`src/rtl/fsk4_demodulator.sv`:
```
// fsk4_demodulator: 4-FSK receiver. Hunts for a run of constant marker
// samples, then counts rising zero crossings in fixed-length windows and
// maps each count to a 2-bit symbol.
// Optional build macro FSK_DEMOD_ERRCNT_EN enables the ambiguous-symbol
// counter on err_count; without it err_count is constant zero.
module fsk4_demodulator #(
  parameter int          SYNC_MIN   = 8,
  parameter int          SYMBOL_LEN = 1000,
  parameter logic [17:0] MARKER     = 18'h0FFFF,
  parameter int          TH0        = 15,
  parameter int          TH1        = 25,
  parameter int          TH2        = 35,
  parameter int          GUARD      = 2
) (
  input  logic               clk,
  input  logic               reset_n,
  input  logic signed [17:0] sample_in,
  input  logic               sample_valid,
  output logic [1:0]         symbol_out,
  output logic               symbol_valid,
  output logic               locked,
  output logic [15:0]        err_count
);

  localparam int SCNT_W = $clog2(SYMBOL_LEN + 1);

  localparam logic [1:0] ST_HUNT = 2'd0;
  localparam logic [1:0] ST_SYNC = 2'd1;
  localparam logic [1:0] ST_DATA = 2'd2;

  // Saturating 8-bit increment shared by the marker run and crossing counters.
  function automatic logic [7:0] sat_inc8(input logic [7:0] v);
    return (v == 8'hFF) ? v : v + 8'd1;
  endfunction

  // Crossing count to symbol mapping.
  function automatic logic [1:0] decide(input logic [7:0] cnt);
    int c;
    c = int'(cnt);
    if (c < TH0)      return 2'd0;
    else if (c < TH1) return 2'd1;
    else if (c < TH2) return 2'd2;
    else              return 2'd3;
  endfunction

  logic [1:0]        r_state;
  logic [7:0]        r_run;
  logic [7:0]        r_xcnt;
  logic [SCNT_W-1:0] r_scnt;
  logic              r_prev_sign;
  logic [1:0]        r_symbol;
  logic              r_symbol_valid;
  logic              r_locked;

  logic              w_marker;
  logic              w_sign;
  logic              w_cross;
  logic [7:0]        w_xcnt_next;
  logic              w_last;
  logic [1:0]        w_sym;

  // Per-sample decode: marker test, rising crossing, count including this sample.
  always_comb begin
    w_marker    = ($unsigned(sample_in) == MARKER);
    w_sign      = sample_in[17];
    w_cross     = r_prev_sign & ~w_sign;
    w_xcnt_next = w_cross ? sat_inc8(r_xcnt) : r_xcnt;
    w_last      = (r_scnt == SCNT_W'(SYMBOL_LEN - 1));
    w_sym       = decide(w_xcnt_next);
  end

  // Sync/data state machine, window counters and registered symbol outputs.
  always_ff @(posedge clk or negedge reset_n) begin
    if (!reset_n) begin
      r_state        <= ST_HUNT;
      r_run          <= '0;
      r_xcnt         <= '0;
      r_scnt         <= '0;
      r_prev_sign    <= 1'b0;
      r_symbol       <= '0;
      r_symbol_valid <= 1'b0;
      r_locked       <= 1'b0;
    end else begin
      r_symbol_valid <= 1'b0;
      if (sample_valid) begin
        case (r_state)
          ST_HUNT: begin
            if (w_marker) begin
              r_state <= ST_SYNC;
              r_run   <= 8'd1;
            end
          end
          ST_SYNC: begin
            if (w_marker) begin
              r_run <= sat_inc8(r_run);
            end else if (r_run >= 8'(SYNC_MIN)) begin
              // First non-marker is already sample 1 of the first window.
              r_state     <= ST_DATA;
              r_locked    <= 1'b1;
              r_prev_sign <= w_sign;
              r_xcnt      <= '0;
              r_scnt      <= SCNT_W'(1);
            end else begin
              r_state <= ST_HUNT;
              r_run   <= '0;
            end
          end
          ST_DATA: begin
            if (w_marker) begin
              // Resync wins over any partial or completing window.
              r_state  <= ST_SYNC;
              r_run    <= 8'd1;
              r_locked <= 1'b0;
            end else begin
              r_prev_sign <= w_sign;
              if (w_last) begin
                r_xcnt         <= '0;
                r_scnt         <= '0;
                r_symbol       <= w_sym;
                r_symbol_valid <= 1'b1;
              end else begin
                r_xcnt <= w_xcnt_next;
                r_scnt <= r_scnt + SCNT_W'(1);
              end
            end
          end
          default: begin
            r_state  <= ST_HUNT;
            r_locked <= 1'b0;
          end
        endcase
      end
    end
  end

  assign symbol_out   = r_symbol;
  assign symbol_valid = r_symbol_valid;
  assign locked       = r_locked;

`ifdef FSK_DEMOD_ERRCNT_EN
  // True when the count lies within GUARD of any decision threshold.
  function automatic logic is_ambiguous(input logic [7:0] cnt);
    int c;
    c = int'(cnt);
    return ((c >= TH0 - GUARD) && (c <= TH0 + GUARD)) ||
           ((c >= TH1 - GUARD) && (c <= TH1 + GUARD)) ||
           ((c >= TH2 - GUARD) && (c <= TH2 + GUARD));
  endfunction

  logic        w_decide;
  logic [15:0] r_err_count;

  assign w_decide = sample_valid && (r_state == ST_DATA) && !w_marker && w_last;

  // Saturating count of decisions that landed near a threshold.
  always_ff @(posedge clk or negedge reset_n) begin
    if (!reset_n) begin
      r_err_count <= '0;
    end else if (w_decide && is_ambiguous(w_xcnt_next) && (r_err_count != 16'hFFFF)) begin
      r_err_count <= r_err_count + 16'd1;
    end
  end

  assign err_count = r_err_count;
`else
  // Counter absent: GUARD is referenced only so both builds keep one
  // parameter list; the result is always zero.
  assign err_count = 16'(GUARD) & 16'h0000;
`endif

endmodule

```
`config.mk`:
```
export PLATFORM = sky130hd
export DESIGN_NAME = fsk4_demodulator
export DESIGN_NICKNAME = d
export VERILOG_FILES = /design/src/rtl/fsk4_demodulator.sv
export SDC_FILE = /design/constraint.sdc
export NUM_CORES = 1
export LEC_CHECK = 0
export CELL_PAD_IN_SITES_DETAIL_PLACEMENT = 1
export CELL_PAD_IN_SITES_GLOBAL_PLACEMENT = 1
export CORE_MARGIN = 10
export CORE_UTILIZATION = 42
export CTS_BUF_LIST = sky130_fd_sc_hd__clkbuf_16
export DETAILED_ROUTE_END_ITERATION = 12
export DONT_BUFFER_PORTS = 1
export GPL_TIMING_DRIVEN = 1
export PLACE_DENSITY = 0.85
export SLEW_MARGIN = 20
export SYNTH_ARGS = -nofsm -noshare
export SYNTH_HDL_FRONTEND = slang
export SYNTH_SLANG_ARGS = --single-unit
export TNS_END_PERCENT = 10
```
`constraint.sdc`:
```
create_clock -name clk -period 1.8 [get_ports clk]
set_input_delay 0.27 -clock clk [delete_from_list [all_inputs] [get_ports clk]]
set_output_delay 0.27 -clock clk [all_outputs]
set_load 0.005 [all_outputs]
```
Yosys cells after proc, flatten, opt, wreduce, memory -nomap -nowiden --
Cells that the tools add are included.
Word-level totals: register bits 33, memory bits (writable) 0, logic and storage cells 77, bits in read-only memories 0, output and inout bits 20, input bits 21, latch bits 0, memories 0
Operators by class: div/mod/pow operators 0, $mul 0, magnitude comparators 4, reductions and logical operators 9, muxes and demuxes 36, eq/ne operators 13, bitwise operators 4, shift-type cells 0, add/subtract/negate cells 3
Operators by type and width (count):
- two-way mux 8 bit | 10
- two-way mux 10 bit | 4
- case mux 8 bit (2 select lines) | 2
- case mux 10 bit (2 select lines) | 1
- equality test 18 x 16 -> 1 bit, second input constant | 1
- adder 8 x 1 -> 8 bit, second input constant | 2
- equality test 8 bit, second input constant | 2
- AND reduction 5 bit | 3
- two-way mux 1 bit | 11
- adder 10 x 1 -> 10 bit, second input constant | 1
- equality test 10 bit, second input constant | 1
- two-way mux 2 bit | 5
- >= comparator 8 x 4 -> 1 bit, second input constant | 1
- less-than comparator 8 x 4 -> 1 bit, second input constant | 1
- less-than comparator 8 x 5 -> 1 bit, second input constant | 1
- less-than comparator 8 x 6 -> 1 bit, second input constant | 1
- != test 2 bit, second input constant | 4
- != test 3 bit, second input constant | 2
- case mux 2 bit (2 select lines) | 1
- AND reduction 4 bit | 1
- nonzero test 2 bit | 2
- inverter 1 bit | 3
- case mux 1 bit (3 select lines) | 1
- AND reduction 3 bit | 1
- 7 further kinds | 7

Longest topological paths before layout --
depth after elaboration 7, mapped depth 9, mapped depth without buffers 7

Worst setup path after synthesis --
OpenSTA, ideal clock, no wires.
path type flip-flop to flip-flop, from register r_xcnt[0], to register r_symbol[1] (netlist: symbol_out[1]), arrival time 1831 ps, buffers on the path 0, clock period less this slack 1956 ps, slack -156 ps, cell stages (with the launch flop) 8, library setup time 125 ps, required time 1675 ps, cells stage by stage dfrtp_1 > ha_1 > nand4_1 > o21a_1 > or3_1 > a21boi_1 > o21ai_0 > mux2_2
Between the ends: cells in the longest elaborated chain, start to end 6, elaborated cells between the ends (all ways) 8, classes of those cells add/sub: 1; order compare: 2; eq/ne: 1; mux: 4
Ends and longest elaborated chain:
- from (decl) | line 48 | logic [7:0] r_xcnt;
- from (signal assigned) | line 122 | r_xcnt <= w_xcnt_next;
- adder 8 x 1 -> 8 bit / equality test 8 bit (equally long branches) | line 33 | return (v == 8'hFF) ? v : v + 8'd1;
- two-way mux 8 bit | line 33
- two-way mux 8 bit (*) | line 67 | w_xcnt_next = w_cross ? sat_inc8(r_xcnt) : r_xcnt;
- less-than comparator 8 x 5 -> 1 bit | line 41 | else if (c < TH1) return 2'd1;
- two-way mux 2 bit | line 41
- two-way mux 2 bit (*) | line 40 | if (c < TH0) return 2'd0;
- to (signal assigned) | line 119 | r_symbol <= w_sym;
- to (decl) | line 51 | logic [1:0] r_symbol;
Every way passes the cells marked *; elsewhere a longest branch is shown, timed or not. A chain may end at the register's enable or synchronous reset.

Worst setup path after layout --
from register r_xcnt[1], to register r_symbol[1] (netlist: symbol_out[1])
The elaborated chain is that of the path after synthesis.

==> flow_summary.ini <==
[run_status]
status = complete, but fails checks
failed_checks = setup timing

[setup_path]
max_stage_delay_ps = 420
crit_path_frequent_cell = o21ai_2
reg2reg_depth = 8
slowest_stage = dfrtp_1
arrival_ps = 2180
crit_path_end_kind = flip-flop
start_kind = flip-flop
r2r-end = symbol_out[1]$_DFFE_PN0P_
crit_chain = ha_4 > nand4_1 > buf_4 > nor2_4 > o21ai_2 > a31oi_2 > o21ai_2 > mux2_4
required_ps = 1980
r2r_setup_slack_ps = -210
path_buf_inv = 1
crit_family = compound AO/OA/AOI/OAI gates
critPathKind = reg2reg
timing.rr.start = r_xcnt[1]$_DFFE_PN0P_
crit_path_max_fanout = 5

[die]
initial_core_util_pct = 43.14
die_y_um = 92.43
core_mm2 = 0.005107
io_pins = 41
die_area_mm2 = 0.008543
fp-row-count = 26
die_w_um = 92.43

[power]
total_power_w = 0.001655
p_per_area_mw_per_mm2 = 544.2
p_leak_nw = 1.376
ir_drop_v = 0.0004364

[detailed_routing]
viasPerCell = 6.091
wire_per_inst_um = 21.45
antenna_left = 0
vias = 2412
post-route-drc-count = 0
first_pass_iters = 5
routed_wirelength_mm = 8.495
drt_iter0_drc = 127

[min_path]
min_from = sample_valid
holdPathEnd = r_state[0]$_DFFE_PN0P_
worstHoldPathCells = 1
min_path_type = in2reg

[sta]
finalClockSkew_ps = 4.994
min_period_over_period_pct = 111.5
hold_ws_ps = 70.83
slew_headroom_pct = 43.69
slew_violations = 0
postLayoutSetupSlackWorst_ps = -206.1
worstMarginPinSlew_ps = 837.1
setup_viol = 9
finalCriticalPeriod_ps = 2006
hold_viol = 0
max_freq_ghz = 0.4985
rsz0062_at_grt = yes

[logic_synthesis]
synth_area_leaders = dfrtp_1 37%, buf_4 5.5%, o21ai_0 4.1%
ys_types = 54
synth_edf_count = 0
netlist_instances = 262
synth_seq_cells = 33
ys_async_sr_fraction_pct = 100.0
synth_area_mm2 = 0.002203
ys_seq_area_share_pct = 37.48
yosys.area.top_type_share_pct = 37.48
yosysWarnings = 0
synth.avg_cell_area_um2 = 8.410
yosysTopAreaCell = dfrtp_1
synth_flop_cell = dfrtp_1

[placed_design]
placed_area_mm2 = 0.002645
pre_cts_slack_ps = -199.8
io_buffers = 0
dp_hpwl_mm = 5.329
gp_congestion = 0.8690

[global_route]
grt_overflow = 0
grt_max_degree = 34
grt_pass1_vias = 2605
grt_pass1_wl_mm = 12.95
track_usage_pct = 18.43
antenna_found_initial = 0

[flow_run]
drv_cap = 0

[final_layout]
design_area_mm2 = 0.003040
regArea_um2 = 825.8
final_common_cell = buf_4
area.growth.synth_to_final_pct = 37.99
diodes = 0
layout-drive-gt1-share_pct = 34.36
multi_input_area_mm2 = 0.001425
nFillCells = 622
layout_common_cells = 58 x buf_4, 33 x dfrtp_1, 24 x nand2_1
nets = 350

[clock_network]
cts_sinks = 33
clock_latency_ps = 300
cts_buffer_depth = 2
cts_tree = yes
clockRootBuffer = clkbuf_16
htreeDepth = 2
numCtsBuffers = 5
clk_pin_slew_ps = 50
[layer usage]
layer  vias up  GRT usage [%]  wire length, µm
li1       1059              -                -
met1      1196          20.68             3296
met4         0          10.67              335
met2       123          30.59             4244
met5         -              0                0
met3        34          5.327              618
[cells by family after synthesis]
group | Yosys count | share of synthesized area [%]
muxes | 2 | 1.022
DFF | 33 | 37.48
buffers and inverters | 33 | 8.461
xor gates and xnor gates | 2 | 0.7951
other | 1 | 0.1702
adders and majority gates | 4 | 2.272
and+or+nand+nor | 111 | 27.94
AOI/OAI and AO/OA | 76 | 21.86
[synthesized netlist by cell type (all sizes together) (3+ instances only)]
cell type  number
nand3          15
nand3b          3
or3             3
a22o            3
clkbuf          6
nand4          12
a31oi           3
o21ai          33
nor2b           3
nand2          25
and3            6
nor4            4
a21oi          12
nor2           19
o21a            3
nand2b          3
ha              4
o31ai           5
dfrtp          33
and2            3
nor3            3
a211oi          3
inv             9
buf            18
or4             3
[registers in the layout, indices dropped and copies added (netlist names)]
signal	flops
r_xcnt	8
symbol_out	2
symbol_valid	1
r_run	8
locked	1
r_prev_sign	1
r_state	2
r_scnt	10
[power by group]
| group | leakage (nW) | switching [W] | internal (W) |
|---|---|---|---|
| combinational | 0.858 | 0.0000373 | 0.0000158 |
| sequential | 0.449 | 0.00000161 | 0.000745 |
| clock | 0.0687 | 0.000355 | 0.000501 |
[worst reg2reg max path, stage by stage, from the launching register on]
cell,delay (ps)
dfrtp_1,420
ha_4,180
nand4_1,150
buf_4,200
nor2_4,210
o21ai_2,100
a31oi_2,280
o21ai_2,100
mux2_4,260
[worst max path at each step]
stage	from	end	slack [ps]	cells past startpoint
after global placement	r_scnt[0]$_DFFE_PN0P_	symbol_out[1]$_DFFE_PN0P_	-110	5
final	r_xcnt[1]$_DFFE_PN0P_	symbol_out[1]$_DFFE_PN0P_	-210	8
after global routing	r_xcnt[1]$_DFFE_PN0P_	symbol_out[1]$_DFFE_PN0P_	-220	8
after detailed placement	r_xcnt[1]$_DFFE_PN0P_	symbol_out[1]$_DFFE_PN0P_	-200	7
after floorplan	r_xcnt[0]$_DFFE_PN0P_	symbol_out[1]$_DFFE_PN0P_	-140	7
after CTS	r_xcnt[1]$_DFFE_PN0P_	symbol_out[1]$_DFFE_PN0P_	-70	9
[metrics by stage]
stage / std cells / utilization, % / TNS [ps]
2_1_floorplan: 277 / - / -915.6
3_3_place_gp: 381 / 51.79 / -439.5
3_5_place_dp: 381 / 51.79 / -2353
4_1_cts: 394 / 56.93 / -192.7
5_1_grt: 396 / 59.53 / -2074
6_report: 396 / 59.53 / -667.8
[what timing repair did]
action	4_1_cts	5_1_grt
pin swaps	12	11
endpoints found under the hold margin	33	0
endpoints found under the setup margin	23	26
gates resized for setup	19	28
hold buffers	2	0
setup buffers	3	2
[layout make-up]
cell class,instances,share of cell area [%]
Multi-Input combinational cell,211,46.87
Sequential cell,33,27.16
Timing Repair Buffer,65,17.45
Clock buffer,5,4.115
Tap cell,70,2.881
Inverter,9,1.111
Clock inverter,3,0.4115
Note: power is estimated with default switching activity, not from simulation.
